[src/rtl/lcb_rx_pkg.sv]
// Purpose : shared definitions for the LCB frame receiver (FSM encoding, default sizes).
// Latency : n/a (package only).
// Backpr. : n/a (package only).
// Contents: state_t (IDLE/RECV/CHECK), BYTES_DEF (frame length incl. checksum),
//           TIMEOUT_DEF (max inter-byte gap in clk cycles).
package lcb_rx_pkg;

  typedef enum logic [1:0] {
    IDLE  = 2'd0,
    RECV  = 2'd1,
    CHECK = 2'd2
  } state_t;

  localparam logic [4:0]  BYTES_DEF   = 5'd16;
  localparam logic [15:0] TIMEOUT_DEF = 16'd1000;

endpackage

[src/rtl/lcb_gap_timer.sv]
// Purpose : counts idle cycles between received bytes; flags when the gap reaches TIMEOUT.
// Latency : expired is combinational, high in the TIMEOUT-th consecutive idle cycle.
// Backpr. : none; clear (a byte arriving) always wins over expiry.
// Ports   : clk, rst (sync, active-high), run (frame in progress),
//           clear (byte strobe this cycle), expired (gap limit reached this cycle).
module lcb_gap_timer #(
  parameter logic [15:0] TIMEOUT = 16'd1000
) (
  input  logic clk,
  input  logic rst,
  input  logic run,
  input  logic clear,
  output logic expired
);

  logic [15:0] gapCnt;

  // gapCnt holds the number of idle cycles already completed; the current idle
  // cycle is the TIMEOUT-th one when gapCnt == TIMEOUT-1.
  assign expired = run && !clear && (gapCnt == TIMEOUT - 16'd1);

  always_ff @(posedge clk) begin
    if (rst || clear || !run) begin
      gapCnt <= 16'd0;
    end else if (!expired) begin
      gapCnt <= gapCnt + 16'd1;
    end
  end

endmodule

[src/rtl/lcb_frame_collector.sv]
// Purpose : assembles UART bytes into a BYTES-long frame in ramUART, verifies the
//           trailing 8-bit additive checksum, aborts on an over-long inter-byte gap.
// Latency : WE 1 cycle after each strob; full/err 2 cycles after the checksum strob.
// Backpr. : none; every strob is accepted in every state.
// Ports   : clk, rst (sync, active-high), strob/iData (byte in), wrAdr/oData/WE (RAM
//           write), full (good frame pulse), err (abort pulse), errCnt (saturating).
module lcb_frame_collector
  import lcb_rx_pkg::*;
#(
  parameter logic [4:0]  BYTES   = BYTES_DEF,
  parameter logic [15:0] TIMEOUT = TIMEOUT_DEF
) (
  input  logic       clk,
  input  logic       rst,
  input  logic       strob,
  input  logic [7:0] iData,
  output logic [4:0] wrAdr,
  output logic [7:0] oData,
  output logic       WE,
  output logic       full,
  output logic       err,
  output logic [7:0] errCnt
);

  state_t      state;
  state_t      stateNext;
  logic [4:0]  idx;
  logic [7:0]  sum;
  logic        match;
  logic        expired;
  logic        lastByte;
  logic        timeoutHit;
  logic        fullNext;
  logic        errNext;

  lcb_gap_timer #(
    .TIMEOUT (TIMEOUT)
  ) uGapTimer (
    .clk     (clk),
    .rst     (rst),
    .run     (state == RECV),
    .clear   (strob),
    .expired (expired)
  );

  always_ff @(posedge clk) begin
    if (rst) begin
      state <= IDLE;
    end else begin
      state <= stateNext;
    end
  end

  always_comb begin
    stateNext  = state;
    lastByte   = 1'b0;
    timeoutHit = 1'b0;
    fullNext   = 1'b0;
    errNext    = 1'b0;
    case (state)
      IDLE: begin
        if (strob) stateNext = RECV;
      end
      RECV: begin
        lastByte   = strob && (idx == BYTES - 5'd1);
        timeoutHit = expired;
        if (lastByte)        stateNext = CHECK;
        else if (timeoutHit) stateNext = IDLE;
        errNext    = timeoutHit;
      end
      CHECK: begin
        // A strob here is byte 0 of the next frame; the verdict still goes out.
        stateNext = strob ? RECV : IDLE;
        fullNext  = match;
        errNext   = !match;
      end
      default: stateNext = IDLE;
    endcase
  end

  always_ff @(posedge clk) begin
    if (rst) begin
      idx    <= 5'd0;
      sum    <= 8'd0;
      match  <= 1'b0;
      wrAdr  <= 5'd0;
      oData  <= 8'd0;
      WE     <= 1'b0;
      full   <= 1'b0;
      err    <= 1'b0;
      errCnt <= 8'd0;
    end else begin
      WE   <= strob;
      full <= fullNext;
      err  <= errNext;
      if (errNext && (errCnt != 8'hFF)) errCnt <= errCnt + 8'd1;

      if (strob) begin
        oData <= iData;
        wrAdr <= (state == RECV) ? idx : 5'd0;
      end

      if (strob && (state != RECV)) begin
        // Byte 0 of a new frame: seed the running sum.
        idx <= 5'd1;
        sum <= iData;
      end else if (lastByte) begin
        match <= (iData == sum);
        idx   <= 5'd0;
      end else if (strob) begin
        sum <= sum + iData;
        idx <= idx + 5'd1;
      end else if (timeoutHit) begin
        idx <= 5'd0;
      end
    end
  end

endmodule
[config.mk]
export PLATFORM = sky130hd
export DESIGN_NAME = lcb_frame_collector
export DESIGN_NICKNAME = d
export VERILOG_FILES = /design/src/rtl/lcb_rx_pkg.sv /design/src/rtl/lcb_gap_timer.sv /design/src/rtl/lcb_frame_collector.sv
export SDC_FILE = /design/constraint.sdc
export NUM_CORES = 1
export LEC_CHECK = 0
export CORE_ASPECT_RATIO = 1.2
export CORE_MARGIN = 2
export CORE_UTILIZATION = 44
export CTS_CLUSTER_DIAMETER = 50
export CTS_CLUSTER_SIZE = 28
export DETAILED_ROUTE_END_ITERATION = 10
export HOLD_SLACK_MARGIN = 0.06
export MAX_ROUTING_LAYER = met4
export PLACE_DENSITY = 0.62
export SLEW_MARGIN = 40
export SYNTH_ARGS = -nofsm -noshare
export SYNTH_HDL_FRONTEND = slang
export SYNTH_HIERARCHICAL = 1
export SYNTH_SLANG_ARGS = --single-unit
export TNS_END_PERCENT = 50
[constraint.sdc]
create_clock -name clk -period 6.1 [get_ports clk]
set_clock_uncertainty 0.2 [all_clocks]
set_input_delay 1.22 -clock clk [delete_from_list [all_inputs] [get_ports clk]]
set_output_delay 1.22 -clock clk [all_outputs]
set_load 0.1 [all_outputs]
==> results.md, run 1 <==
* Outcome: finished clean
* Fin area at 0.003387 mm^2
* Compound-cell area share of the yosys netlist at 15.20%
* Hold WC Path Type: reg2reg
* Max-Cap Viols at 0
* Synth Area in XOR/XNOR at between 4 and 5%
* Die width at ~80 um
* Die Y at around 95 um
* Vias per cell at 5.379
* Register share of total power at roughly 52%
* Simple-Gate Fraction of Synth Area at 28.02%
* Gr ovfl total at 0
* Hold wc startpoint: wrAdr[2]
* First-pass GRT wire length at 10,270 um
* Setup Buffers After CTS at 0
* Total power at 746.7 uW
* DR WL/cell at approximately 13 um
* P_int at 512.9 uW
* # clock sinks at 56
* Antenna fix cells at 0
* Final #Nets at 411
* Slowest library cell on the worst path: clkdlybuf4s50_1
* Total global-route track usage at 17.50%
* Worst path arrival time at 3.57 ns
* Fraction of registers with async set/reset at 0%
* Post-synthesis register bit count at 56
* Met2 Track Usage GR at 29.90%
* Worst setup EP type: register
* CTS Buf Count at 5
* CP Launch Type: input pin
* Reg2Reg Launch Point: state[1]
* Syn Std Cell Area at slightly above 0.003 mm^2
* Fillers at 688
* Final setup margin at about 2.5 ns
* Max VDD drop at 103.3 uV
* Seq/Total Area, Yosys at between 30% and 40%
* Clock transition at the registers of the reported paths at 0.11 ns
* Netlist cell types at 61
* Iter 0 DRT Violations at about 120
* Critical Path RT at 6.10 ns
* Area delta synth->final at 11.54%
* Largest net degree at the start of global routing at 42
* Leakage at 1.334 nW
* CP Class: in2reg
* Layout cell share with drive strength beyond 1 at between 10% and 20%
* Largest family of logic cells by synthesized area: simple AND/OR/NAND/NOR gates
* RePlAce Congestion at approximately 0.83
* Switching power at ~230 uW
* Final min period at 3.568 ns
* Hold Vio Cnt, Final at 0
* Unrepaired setup endpoints after global routing: no
* Met1 global-route usage at 20.79%
* Clock power frac at 28.4%
* Post-CTS sizing at 0
* Avg Inst Size Synth at 8.482 um^2
* Relative slew slack at 51.43%
* IO buf count at 34
* Max Fclk at 0.2803 GHz
* Final WL at 6139 um
* Core footprint at between 0.006 and 0.007 mm^2
* Switch share at 31.31%
* Top Usage Layer GRT: met2
* Critical Path Fanout Max at 41
* PD cells at 220.5 mW/mm^2
* Initial antenna violation count at 0
* # setup viols final at 0
* Remaining antenna violation count at 0
* Vias in the first global route at 2,274
* Effective utilization at floorplan at around 45%
* GR met3 Demand/Resource at 3.155%
* Slew Viols, Final at 0
* Placed Instance Area at around 0.0033 mm^2
* Detailed-placement wirelength estimate at about 4300 um
* Num rows at 33
* Fin crit share at 58.48%
* Post-synth EDFFs at 0
* Worst-margin pin slew at approximately 0.73 ns
* DRT Pass-1 Iters at 4
* DRC viols at 0
* Max incr delay on CP at 0.40 ns
* Synth Instances at about 360
* Hold_buf cts at 0
* Synth Flop Type: dfxtp_1
* Clk_lat worst skew at 0.31 ns
* Combinational fraction of design power at ~20%
* Htree depth at 2
* CP Cell Sequence: clkdlybuf4s50_1 > buf_4 > nand2b_1 > nand3b_1 > nor2_1 > nand2_1 > a21boi_4 > nand4_1 > xor2_1 > nor2_1
* Maximum buffer depth of the clock tree at 2
* CP dominant cell by count: nor2_1
* Crit. Startpoint: strob
* YS warnings at 6
* Total Negative Setup Slacks at 0 ns
* Mux cell area share after synthesis at 3.708%
* Die area at about 0.0076 mm^2
* # IOs at 35
* DP Worst Slack at around 2.2 ns
* CTS tree: done
* Post-synthesis adder-cell area fraction at 6.840%
* CTS Root Buffer Type: clkbuf_8
* Syn_nets at 385
* Via total after detailed routing at 2,539
metal layers:
| layer | part of all wire, % | wire length, um | vias up |
|---|---|---|---|
| met5 | 0 | 0 | - |
| met3 | 2.4 | 149 | 8 |
| li1 | - | - | 1330 |
| met4 | 1.5 | 90 | 0 |
| met2 | 49 | 2985 | 33 |
| met1 | 47 | 2913 | 1168 |
synthesized netlist by cell type (9+ instances only):
master,instances,share of area (%)
a21oi_1,21,3.5
dfxtp_1,56,37
ha_1,15,6.2
inv_1,12,1.5
mux2i_1,9,3.0
nand2_1,24,3.0
nand2b_1,9,1.9
nand3_1,19,3.1
nand4_1,11,2.3
nor2_1,48,5.9
o21ai_0,12,2.0
xor2_1,14,4.0
registers in the layout (all words and copies together), names as in the netlist:
register and count:
WE 1, wrAdr 5, uGapTimer/gapCnt 16, match 1, sum 8, oData 8
errCnt 8, state 2, full 1, idx 5, err 1
power by group through the flow:
stage	registers, mW	clock network, mW	logic (mW)
2_1_floorplan	0.419	0	0.0940
3_3_place_gp	0.394	0	0.152
3_5_place_dp	0.394	0	0.149
4_1_cts	0.385	0.222	0.150
5_1_grt	0.387	0.233	0.165
6_report	0.385	0.212	0.150
worst paths after layout:
path / end / slack, ns / cells past startpoint
max: errCnt[3] / 2.53 / 10
min: wrAdr[2] / 0.27 / 2
max reg2reg: errCnt[3] / 3.07 / 10
min reg2reg: wrAdr[2] / 0.27 / 2
final cells by class:
type                    instances  area [um^2]  area share, %
clock buffers                   5        68.82          2.032
clock inverters                 3        22.52         0.6649
inverters                      12        45.04          1.330
multi-input cells             273         1785          52.72
flip-flops and latches         56         1121          33.10
well taps                      87        108.9          3.214
repair buffers                 36        235.2          6.945
worst max-delay path, delay by kind of cell:
| family | cells | cell delay [ns] |
|---|---|---|
| compound gates | 1 | 0.33 |
| xor+xnor | 1 | 0.15 |
| simple gates | 6 | 1.19 |
| buf+inv | 2 | 0.66 |
placed cells by master (no fill, tap or decap), types with 11 or more instances in the layout:
master | netlist | routed
nand3_1 | 19 | 19
inv_1 | 12 | 12
nand4_1 | 11 | 11
buf_2 | 5 | 24
a21oi_1 | 21 | 21
xor2_1 | 14 | 14
nor2_1 | 48 | 48
o21ai_0 | 12 | 12
dfxtp_1 | 56 | 56
nand2_1 | 24 | 24
ha_1 | 15 | 15
logic make-up (layout without fill, tap and decap cells):
logic type               count (synthesis)  count (layout)
buffers and inverters                   29              56
AND/OR/NAND/NOR                        160             160
flip-flops                              56              56
adder cells (fa/ha/maj)                 16              16
AO/OA/AOI/OAI                           69              69
XOR/XNOR                                17              17
multiplexers                            11              11
stage by stage:
stage / hold WS, ns / utilization [%] / std cells
detailed placement: 0.2596 / 48.67 / 464
floorplan: 0.2180 / - / 358
CTS: 0.2757 / 50.02 / 472
global route: 0.2912 / 50.02 / 472
global placement: 0.2601 / 50.39 / 464
finish: 0.2696 / 50.02 / 472
No activity file was read; power rests on OpenSTA's default activity.
==> run 2: changes to the inputs <==
--- a/config.mk
+++ b/config.mk
@@ -13,7 +13,7 @@
 export DETAILED_ROUTE_END_ITERATION = 10
 export HOLD_SLACK_MARGIN = 0.06
 export MAX_ROUTING_LAYER = met4
-export PLACE_DENSITY = 0.62
+export PLACE_DENSITY = 0.65
 export SLEW_MARGIN = 40
 export SYNTH_ARGS = -nofsm -noshare
 export SYNTH_HDL_FRONTEND = slang
==> constraint.sdc (replaced) <==
create_clock -name clk -period 2.9 [get_ports clk]
set_clock_uncertainty 0.2 [all_clocks]
set_input_delay 0.58 -clock clk [delete_from_list [all_inputs] [get_ports clk]]
set_output_delay 0.58 -clock clk [all_outputs]
set_load 0.1 [all_outputs]
==> results.md, run 2 (synthesis results as in run 1) <==
* Fin crit share at between 80% and 90%
* Gr ovfl total at 0 (unchanged)
* Critical Path Fanout Max at 9 (was 41)
* Max incr delay on CP at 0.41 ns (was 0.40 ns)
* Buf/Inv on CP at 0 (was 2)
* CP Class: reg2reg (was in2reg)
* Via total after detailed routing at 2,573 (was 2,539)
* Worst setup EP type: register (unchanged)
* DRT Pass-1 Iters at 4 (unchanged)
* # clock sinks at 56 (unchanged)
* Initial antenna violation count at 0 (unchanged)
* Hold WC Path Type: reg2reg (unchanged)
* Setup Buffers After CTS at 0 (unchanged)
* Clk_lat worst skew at 0.31 ns (about the same)
* CP Cell Sequence: ha_1 > and4bb_2 > nand3b_1 > nor2_1 > nand2_1 > a21boi_4 > nand4_1 > xor2_1 > nor2_1 (was clkdlybuf4s50_1 > buf_4 > nand2b_1 > nand3b_1 > nor2_1 > nand2_1 > a21boi_4 > nand4_1 > xor2_1 > nor2_1)
* Slowest library cell on the worst path: dfxtp_1 (was clkdlybuf4s50_1)
* Fin area at 0.003511 mm^2 (was 0.003387 mm^2)
* Critical Path RT at 2.90 ns (was 6.10 ns)
* DR WL/cell at 13.27 um (was 13.01 um)
* Vias per cell at 5.349 (was 5.379)
* Die Y at 95.01 um (unchanged)
* Max VDD drop at 231.8 uV (was 103.3 uV)
* Max Fclk at between 0.3 and 0.4 GHz
* Post-CTS sizing at 0 (unchanged)
* Final #Nets at 420 (was 411)
* Outcome: finished clean (unchanged)
* Slew Viols, Final at 0 (unchanged)
* CP dominant cell by count: nor2_1 (unchanged)
* Antenna fix cells at 0 (unchanged)
* Detailed-placement wirelength estimate at 4518 um (was 4260 um)
* Final WL at 6383 um (was 6139 um)
* Unrepaired setup endpoints after global routing: no (unchanged)
* Max-Cap Viols at 0 (unchanged)
* Num rows at 33 (unchanged)
* Effective utilization at floorplan at 44.84% (unchanged)
* Largest register by flop count: uGapTimer/gapCnt (unchanged)
* DRC viols at 0 (unchanged)
* Iter 0 DRT Violations at 82 (was 116)
* CP Launch Type: register (was input pin)
* Largest net degree at the start of global routing at 39 (was 42)
* # setup viols final at 0 (unchanged)
* Hold_buf cts at 0 (unchanged)
* Remaining antenna violation count at 0 (unchanged)
* First-pass GRT wire length at 10,930 um (was 10,270 um)
* Hold Vio Cnt, Final at 0 (unchanged)
* Fillers at 682 (was 688)
* CP top delay family: simple AND/OR/NAND/NOR gates (unchanged)
* # IOs at 35 (unchanged)
* Total Negative Setup Slacks at 0 ns (unchanged)
* Placed Instance Area at 0.003420 mm^2 (was 0.003296 mm^2)
* CTS Root Buffer Type: clkbuf_8 (unchanged)
* Maximum buffer depth of the clock tree at 2 (unchanged)
* Leakage at 1.376 nW (was 1.334 nW)
* Commonest non-fill, non-tap cells in the layout: 56 x dfxtp_1, 48 x nor2_1, 35 x buf_4, 24 x nand2_1, 21 x a21oi_1 (was 56 x dfxtp_1, 48 x nor2_1, 24 x nand2_1, 24 x buf_2, 21 x a21oi_1)
* Vias in the first global route at 2,452 (was 2,274)
* Area delta synth->final at 15.62% (was 11.54%)
* RePlAce Congestion at 0.8363 (was 0.8328)
* Die width at 79.84 um (unchanged)
* Max reg flops at 16 (unchanged)
* Core footprint at 0.006771 mm^2 (unchanged)
* Htree depth at 2 (unchanged)
* Die area at 0.007585 mm^2 (unchanged)
* IO buf count at 34 (unchanged)
* PD cells at 451.3 mW/mm^2 (was 220.5 mW/mm^2)
* Clock transition at the registers of the reported paths at 0.11 ns (about the same)
* CTS tree: done (unchanged)
* Worst path arrival time at 2.54 ns (was 3.57 ns)
* CTS Buf Count at 5 (unchanged)
* Worst-margin pin slew at 0.4327 ns (was 0.7286 ns)
* Most common cell after layout, fill and taps aside: dfxtp_1 (unchanged)
* Relative slew slack at 71.15% (was 51.43%)
* Final min period at about 2.5 ns
* Layout cell share with drive strength beyond 1 at 15.48% (was 13.77%)
* Total global-route track usage at 18.45% (was 17.50%)
## run 2: area by class of cell
| cell class | instances | area (um^2) | share of cell area, % |
|---|---|---|---|
| Clock buffer | 5 | 68.82 | 1.960 |
| Clock inverter | 3 | 22.52 | 0.6415 |
| Inverter | 12 | 45.04 | 1.283 |
| Multi-Input combinational cell | 273 | 1782 | 50.75 |
| Sequential cell | 56 | 1121 | 31.93 |
| Tap cell | 87 | 108.9 | 3.100 |
| Timing Repair Buffer | 45 | 362.8 | 10.33 |
## run 2: routing by layer
metal | vias up | part of all wire, % | global-route usage, %
li1 | 1338 | - | -
met1 | 1199 | 47 | 22.83
met5 | - | 0 | -
met3 | 5 | 2.9 | 3.155
met2 | 31 | 49 | 31.09
met4 | 0 | 0.74 | 5.085
## run 2: through the flow
| step | setup WS (ns) | std cells | utilization (%) | hold slack, ns | total power, mW |
|---|---|---|---|---|---|
| after detailed placement | 0.07897 | 473 | 50.50 | 0.2521 | 1.163 |
| after global placement | 0.1094 | 473 | 50.50 | 0.2379 | 1.159 |
| after global routing | 0.1828 | 481 | 51.85 | 0.3022 | 1.677 |
| after floorplan | 0.6212 | 358 | - | 0.2180 | 1.079 |
| after CTS | 0.3905 | 481 | 51.85 | 0.2687 | 1.606 |
| final | 0.3636 | 481 | 51.85 | 0.2642 | 1.585 |
## run 2: path summary, 6_finish.rpt
check                            from        end  slack [ns]  cells past startpoint
setup / recovery  uGapTimer/gapCnt[0]  errCnt[5]        0.36                      9
hold / removal                  match       full        0.26                      2
setup reg to reg  uGapTimer/gapCnt[0]  errCnt[5]        0.36                      9
hold reg to reg                 match       full        0.26                      2
## run 2: worst register-to-register path: stages, from the launching register on
cell and delay, ns:
dfxtp_1 0.41, ha_1 0.38, and4bb_2 0.27, nand3b_1 0.17
nor2_1 0.21, nand2_1 0.14, a21boi_4 0.28, nand4_1 0.15
xor2_1 0.18, nor2_1 0.05
## run 2: power breakdown
group | switching [mW] | internal (mW) | total [mW]
combinational | 0.208 | 0.126 | 0.334
clock | 0.266 | 0.174 | 0.440
sequential | 0.0176 | 0.793 | 0.811
total | 0.491 | 1.09 | 1.58
==> run 3: changes to the inputs <==
--- a/config.mk
+++ b/config.mk
@@ -13,10 +13,9 @@
 export DETAILED_ROUTE_END_ITERATION = 10
 export HOLD_SLACK_MARGIN = 0.06
 export MAX_ROUTING_LAYER = met4
-export PLACE_DENSITY = 0.65
+export PLACE_DENSITY = 0.62
 export SLEW_MARGIN = 40
 export SYNTH_ARGS = -nofsm -noshare
 export SYNTH_HDL_FRONTEND = slang
 export SYNTH_HIERARCHICAL = 1
 export SYNTH_SLANG_ARGS = --single-unit
-export TNS_END_PERCENT = 50
==> constraint.sdc (replaced) <==
create_clock -name clk -period 2.48 [get_ports clk]
set_clock_uncertainty 0.2 [all_clocks]
set_input_delay 0.496 -clock clk [delete_from_list [all_inputs] [get_ports clk]]
set_output_delay 0.496 -clock clk [all_outputs]
set_load 0.1 [all_outputs]
==> results.md, run 3 (synthesis results as in run 1) <==
* Outcome: finished clean (unchanged)
* Max Fclk at 0.4305 GHz
* Num rows at 33 (unchanged)
* Iter 0 DRT Violations at 81 (was 82)
* Largest register by flop count: uGapTimer/gapCnt (unchanged)
* Worst Hold Endpoint: full (unchanged)
* Core footprint at 0.006771 mm^2 (unchanged)
* IO buf count at 34 (unchanged)
* Non-Filler Instances at 507 (was 481)
* CP Launch Type: input pin (was register)
* Hold path cells at 2 (unchanged)
* # IOs at 35 (unchanged)
* Relative slew slack at 71.17% (was 71.15%)
* Final #Nets at 446 (was 420)
* Reg2Reg Launch Point: idx[0] (was uGapTimer/gapCnt[0])
* DRC viols at 0 (unchanged)
* Gr ovfl total at 0 (unchanged)
* Largest net degree at the start of global routing at 39 (unchanged)
* PD cells at 532.3 mW/mm^2 (was 451.3 mW/mm^2)
* Slew Viols, Final at 0 (unchanged)
* Hold Vio Cnt, Final at 0 (unchanged)
* CP Class: in2reg (was reg2reg)
* Fillers at 674 (was 682)
* Reg2Reg Depth at 8 (was 9)
* Worst path arrival time at 2.36 ns (was 2.54 ns)
* DR WL/cell at 12.93 um (was 13.27 um)
* Die area at 0.007585 mm^2 (unchanged)
* Critical Path RT at 2.52 ns (was 2.90 ns)
* Final min period at 2.323 ns
* CTS Root Buffer Type: clkbuf_8 (unchanged)
* Placed Cells incl. Taps at 499 (was 473)
* Max VDD drop at 308.9 uV (was 231.8 uV)
* Max reg flops at 16 (unchanged)
* Setup Buffers After CTS at 0 (unchanged)
* Worst-margin pin slew at 0.4324 ns (was 0.4327 ns)
* CTS Buf Count at 5 (unchanged)
* DP Worst Slack at -0.1900 ns (was 0.07897 ns)
* Max-Cap Viols at 0 (unchanged)
* Vias in the first global route at 2,549 (was 2,452)
* CTS tree: done (unchanged)
* Most common cell after layout, fill and taps aside: buf_4 (was dfxtp_1)
* Critical Path Fanout Max at 3 (was 9)
* Unrepaired setup endpoints after global routing: no (unchanged)
* Flop2flop setup slack at 0.21 ns (was 0.36 ns)
* Final WL at 6554 um (was 6383 um)
* RePlAce Congestion at 0.8765 (was 0.8363)
* Layout cell share with drive strength beyond 1 at 20.95% (was 15.48%)
* Vias per cell at 5.323 (was 5.349)
* Clk_lat worst skew at 0.31 ns (about the same)
* Hold wc startpoint: match (unchanged)
* # clock sinks at 56 (unchanged)
* First-pass GRT wire length at 11,270 um (was 10,930 um)
* Clock transition at the registers of the reported paths at 0.10 ns (was 0.11 ns)
* Hold WC Path Type: reg2reg (unchanged)
* Maximum buffer depth of the clock tree at 2 (unchanged)
* # setup viols final at 0 (unchanged)
* Leakage at 1.507 nW (was 1.376 nW)
* Fin crit share at 93.67%
* DRT Pass-1 Iters at 4 (unchanged)
* Total global-route track usage at 18.88% (was 18.45%)
* Initial antenna violation count at 0 (unchanged)
* Via total after detailed routing at 2,699 (was 2,573)
* Die Y at 95.01 um (unchanged)
* RR Endpoint: sum[6] (was errCnt[5])
* Antenna fix cells at 0 (unchanged)
* Area delta synth->final at 22.91% (was 15.62%)
* Final setup margin at 0.1570 ns (was 0.3636 ns)
* Die width at 79.84 um (unchanged)
* Remaining antenna violation count at 0 (unchanged)
* Effective utilization at floorplan at 44.84% (unchanged)
* Htree depth at 2 (unchanged)
* Detailed-placement wirelength estimate at 4823 um (was 4518 um)
* Worst setup EP type: register (unchanged)
* Commonest non-fill, non-tap cells in the layout: 61 x buf_4, 56 x dfxtp_1, 48 x nor2_1, 24 x nand2_1, 21 x a21oi_1 (was 56 x dfxtp_1, 48 x nor2_1, 35 x buf_4, 24 x nand2_1, 21 x a21oi_1)
==> run 3: changes by cell type in the layout (fill, tap and decap cells not counted), sizes merged <==
cell      change
clkinv        -1
bufinv        +1
buf          +26
inv           -1
clkinvlp      +1
==> run 3: area by class of cell <==
cell class / count / area (um^2) / share of cell area (%)
Clock inverter: 3 / 42.54 / 1.140
Timing Repair Buffer: 71 / 558.0 / 14.95
Tap cell: 87 / 108.9 / 2.917
Inverter: 12 / 45.04 / 1.207
Sequential cell: 56 / 1121 / 30.04
Multi-Input combinational cell: 273 / 1788 / 47.90
Clock buffer: 5 / 68.82 / 1.844
==> run 3: critical path, stage by stage <==
cell	delay, ns
clkdlybuf4s50_1	0.48
ha_1	0.17
inv_1	0.06
fa_1	0.39
nor2b_1	0.13
o21a_1	0.17
buf_4	0.13
o21a_1	0.14
o211ai_2	0.10
nor3_2	0.10
==> run 3: metal layers <==
metal | wire [um] | global-route usage [%] | part of all wire [%]
met1 | 2990 | 22.27 | 46
met2 | 3358 | 33.12 | 51
met3 | 182 | 2.772 | 2.8
met4 | 23 | 5.791 | 0.35
met5 | 0 | - | 0
==> run 3: power breakdown <==
group	total (mW)	internal, mW	leakage (nW)	switching, mW
combinational	0.437	0.185	0.998	0.252
clock	0.601	0.299	0.0541	0.302
sequential	0.948	0.928	0.456	0.0206
total	1.99	1.41	1.51	0.574
==> run 3: how the worst max path moves through the flow <==
stage | from | end | cells past startpoint
floorplan | uGapTimer/gapCnt[0] | errCnt[3] | 10
global placement | iData[1] | sum[7] | 7
detailed placement | iData[1] | sum[7] | 7
CTS | iData[1] | sum[7] | 7
global route | iData[1] | sum[7] | 7
finish | iData[0] | sum[6] | 10
==> run 3: repair_timing <==
action                                 in CTS  in global routing
hold buffers                                0                  0
resized for setup                           0                  1
setup endpoints to repair                   0                  2
endpoints found under the hold margin       0                  0
==> run 3: per-stage QoR <==
step           area, um^2  hold slack (ns)  utilization (%)  setup TNS [ns]  power [mW]
6_report             3732           0.2490            55.12               0       1.987
5_1_grt              3732           0.2892            55.12               0       2.088
4_1_cts              3726           0.2608            55.03               0       2.016
3_3_place_gp         3615           0.2333            53.38          -1.083       1.402
2_1_floorplan        3037           0.2180                -               0       1.262
3_5_place_dp         3615           0.2464            53.38          -1.343       1.405
==> RTL edit 1 (flow settings as in run 2) <==
One comparison of `idx` changes from == to >=.
--- a/src/rtl/lcb_frame_collector.sv
+++ b/src/rtl/lcb_frame_collector.sv
@@ -63,5 +63,5 @@
       end
       RECV: begin
-        lastByte   = strob && (idx == BYTES - 5'd1);
+        lastByte   = strob && (idx >= BYTES - 5'd1);
         timeoutHit = expired;
         if (lastByte)        stateNext = CHECK;
Formal check against the unedited RTL: no difference found for any inputs over 10 cycles, from zero or initial values and one cycle with rst high; that may be too few to reach the edited logic, so the function may still have changed.
==> RTL edit 1 against run 2 <==
- cell area shrank 1.4%
- setup slack lost 38 ps
- area after synthesis shrank 1.6%
- critical path depth shrank 1
- via count shrank 1.7%
- core utilization grew 1.5 points
- routed wire length shrank 0.66%
- clock power grew 21%
- sequential cell count is the same
- total power grew 6.4%
- largest power group unchanged
- critical endpoint is now errCnt[7]
- critical path type unchanged
==> RTL edit 1: results (changes against run 2) <==
| Metric | Value |
|---|---|
| Worst r2r path cells | `8 (was 9)` |
| Final net count | `406 (was 420)` |
| Wire length of the first global-routing pass | `10,760 um (was 10,930 um)` |
| Avg WL per Cell | `13.64 um (was 13.27 um)` |
| Peak supply drop | `0.2327 mV (was 0.2318 mV)` |
| Clk pwr | `534 uW (was 440 uW)` |
| Nets in the synthesized netlist | `374 (was 385)` |
| Vias in the first global route | `2,385 (was 2,452)` |
| Gp weighted congestion | `0.9116 (was 0.8363)` |
| Largest stage delay on the critical path | `520 ps (was 410 ps)` |
| Clock insertion delay at the later pin of the skew report | `320 ps` |
| Average size of a mapped cell | `8.607 sq um (was 8.482 sq um)` |
| Slew at the pin with the worst max-slew slack | `474.4 ps (was 432.7 ps)` |
| Cell total after placement | `457 (was 473)` |
| Detailed-route via count | `2,529 (was 2,573)` |
| Run status | `finished clean (unchanged)` |
| Startpoint of the most critical hold path | `wrAdr[1] (was match)` |
| Top-area cell type share of the netlist area | `37.54% (was 36.92%)` |
| Leak | `1.328 nW (was 1.376 nW)` |
| Maximum number of pins on one net before global-route repair | `42 (was 39)` |
| Internal power summed over all cells | `1.183 mW (was 1.093 mW)` |
| Dominant cells by area after synthesis | `dfxtp_1, ha_1, nor2_1, a21oi_1, mux2i_1 (was dfxtp_1, ha_1, nor2_1, xor2_1, a21oi_1)` |
| Worst endpoint data arrival time | `2640 ps (was 2540 ps)` |
| Power density over the cells | `486.8 mW/mm^2 (was 451.3 mW/mm^2)` |
| Number of distinct library cells after synthesis | `53 (was 61)` |
| Initial DRC count | `102 (was 82)` |
| Cell with the biggest individual delay on the critical path | `or4_1 (was dfxtp_1)` |
| Sequential area share after synthesis | `37.54% (was 36.92%)` |
| Routed vias/inst | `5.439 (was 5.349)` |
| Estimated wirelength of the detail-placed design | `4554 um (was 4518 um)` |
| Largest register by flop count | `uGapTimer/gapCnt (unchanged)` |
| Global routing usage summed across all routing layers | `18.49% (was 18.45%)` |
==> RTL edit 1: cell type report <==
type	instances	share of cell area [%]
multi-input combinational	261	50.09
sequential	56	32.38
timing repair buffer	41	9.613
tap	85	3.072
clock buffer	5	1.988
inverter	14	1.518
clock inverter	3	1.337
==> RTL edit 1: worst paths after layout <==
check | slack (ps) | end
min reg2reg | 270 | wrAdr[1]
max | 330 | errCnt[7]
min | 270 | wrAdr[1]
max reg2reg | 330 | errCnt[7]
==> RTL edit 1: logic make-up (layout without fill, tap and decap cells) <==
group                      count (synthesis)  after routing  synth area share (%)
and+or+nand+nor                          144            144                 26.23
AOI/OAI and AO/OA                         69             69                 14.96
xor gates and xnor gates                  19             19                 5.572
muxes                                     13             13                 4.357
DFF                                       56             56                 37.54
adders and majority gates                 16             16                 6.954
buffers and inverters                     30             63                 4.399
==> RTL edit 1: metrics by stage <==
step / hold WS [ps] / cell area (sq um) / setup WS, ps / utilization (%)
finish: 274.9 / 3462 / 325.5 / 53.38
global route: 302.3 / 3462 / 129.3 / 53.38
CTS: 280.0 / 3462 / 330.1 / 53.38
detailed placement: 263.3 / 3347 / 122.2 / 51.60
global placement: 258.7 / 3347 / 131.9 / 51.60
floorplan: 261.5 / 2987 / 480.3 / -
==> RTL edit 1: tightest hold or removal path, stage by stage (launching register included) <==
cell and delay (ps):
dfxtp_1 320, nand2b_1 60, a21oi_1 50
==> RTL edit 1: per-layer routing <==
| layer | track usage [%] | vias to the layer above | part of all wire (%) |
|---|---|---|---|
| met4 | 6.466 | 0 | 1.3 |
| met3 | 3.077 | 10 | 3.4 |
| li1 | - | 1298 | - |
| met5 | - | - | 0 |
| met1 | 21.65 | 1176 | 45 |
| met2 | 31.99 | 45 | 50 |
==> RTL edit 2 (config.mk and constraints of run 2) <==
Made on the original files. Change the package constant `TIMEOUT_DEF` from 16'd1000 to 16'd500.
--- a/src/rtl/lcb_rx_pkg.sv
+++ b/src/rtl/lcb_rx_pkg.sv
@@ -13,5 +13,5 @@
 
   localparam logic [4:0]  BYTES_DEF   = 5'd16;
-  localparam logic [15:0] TIMEOUT_DEF = 16'd1000;
+  localparam logic [15:0] TIMEOUT_DEF = 16'd500;
 
 endpackage
Behaviour: same outputs for any inputs over 10 cycles, from zero or initial values and one cycle with rst high; that may be too few to reach the edited logic, so the function may still have changed.
==> RTL edit 2 against run 2 <==
- cell area grew 0.18%
- total power grew 6.4%
- first-iteration DRC count is 28% higher
- die area is 0.87% lower
- area after synthesis fell by 0.91%
- setup slack gained 58 ps
- routed wire length down 1.5%
- sequential cell count unchanged
- maximum frequency is 2.3% higher
- largest cell class unchanged
==> RTL edit 2: results (changes against run 2) <==
| Metric | Value |
|---|---|
| Worst r2r dst | `errCnt[4] (was errCnt[5])` |
| Internal power summed over all cells | `1.204 mW (was 1.093 mW)` |
| Sequential area share after synthesis | `37.26% (was 36.92%)` |
| Peak clock frequency supported by timing | `403.5 MHz (was 394.3 MHz)` |
| Capturing element of the worst setup path | `sum[4] (was errCnt[5])` |
| Average size of a mapped cell | `8.622 sq um (was 8.482 sq um)` |
| Detailed-route via count | `2,482 (was 2,573)` |
| Pre-CTS setup slack | `103.8 ps (was 78.97 ps)` |
| Avg WL per Cell | `13.32 um (was 13.27 um)` |
| Worst max-slew margin expressed relative to the limit | `71.15% (about the same)` |
| Final net count | `411 (was 420)` |
| Nets in the synthesized netlist | `376 (was 385)` |
| Peak supply drop | `0.2360 mV (was 0.2318 mV)` |
| Critical-path maximum fanout | `4 (was 9)` |
| Estimated wirelength of the detail-placed design | `4465 um (was 4518 um)` |
| Initial DRC count | `105 (was 82)` |
| Launching instance or port of the critical path | `iData[0] (was uGapTimer/gapCnt[0])` |
| Wire length of the first global-routing pass | `10,540 um (was 10,930 um)` |
| Worst r2r path cells | `8 (was 9)` |
| Worst endpoint data arrival time | `2510 ps (was 2540 ps)` |
| Global routing usage summed across all routing layers | `17.86% (was 18.45%)` |
| Non-filler cells, final | `472 (was 481)` |
| Vias in the first global route | `2,291 (was 2,452)` |
| Post-DP Area | `0.003396 sq mm (was 0.003420 sq mm)` |
| Cell total after placement | `464 (was 473)` |
| Leak | `1.392 nW (was 1.376 nW)` |
| Run status | `finished clean (unchanged)` |
| Register-to-register setup slack | `620 ps (was 360 ps)` |
| Gp weighted congestion | `0.8553 (was 0.8363)` |
| Share of cells above drive strength 1 | `15.84% (was 15.48%)` |
RTL edit 2: metal layers:
| layer | vias up | share of wire (%) | global-route usage (%) |
|---|---|---|---|
| met5 | - | 0 | - |
| met2 | 30 | 49 | 29.90 |
| met4 | 0 | 1.1 | 5.747 |
| li1 | 1291 | - | - |
| met1 | 1153 | 47 | 22.23 |
| met3 | 8 | 2.5 | 2.390 |
RTL edit 2: final cells by class:
cell class                 instances  area (sq um)
tap                               87         108.9
timing repair buffer              46         382.9
clock buffer                       6         82.58
clock inverter                     2         38.79
inverter                          11         41.29
fill                             652          3213
multi-input combinational        264          1742
sequential                        56          1121
RTL edit 2: logic make-up (layout without fill, tap and decap cells):
family / count (synthesis) / count (layout) / synth area share [%]
AO/OA/AOI/OAI: 60 / 60 / 13.93
adder cells (fa/ha/maj): 16 / 16 / 6.902
buffers and inverters: 29 / 65 / 4.865
XOR/XNOR: 22 / 22 / 6.403
AND/OR/NAND/NOR: 155 / 155 / 26.90
flip-flops: 56 / 56 / 37.26
multiplexers: 11 / 11 / 3.742
RTL edit 2: power groups by stage:
stage               Combinational [mW]  Sequential, mW  Clock [mW]
floorplan                        0.197           0.882           0
global placement                 0.332           0.829           0
detailed placement               0.337           0.830           0
CTS                              0.338           0.812       0.561
global route                     0.369           0.816       0.591
finish                           0.337           0.812       0.538
RTL edit 2: worst max-delay path, stage by stage:
cell,delay [ps]
clkdlybuf4s50_1,520
ha_1,220
inv_1,70
fa_1,390
nor2b_1,120
o21a_1,170
or3_1,110
nand3_1,70
a311oi_1,260
RTL edit 2: worst min-delay path by stage:
stage                  start        to  slack (ps)
finish                 match      full         270
detailed placement     match      full         260
CTS                    match      full         270
floorplan              match      full         220
global route        wrAdr[1]  wrAdr[1]         300
global placement       match      full         250
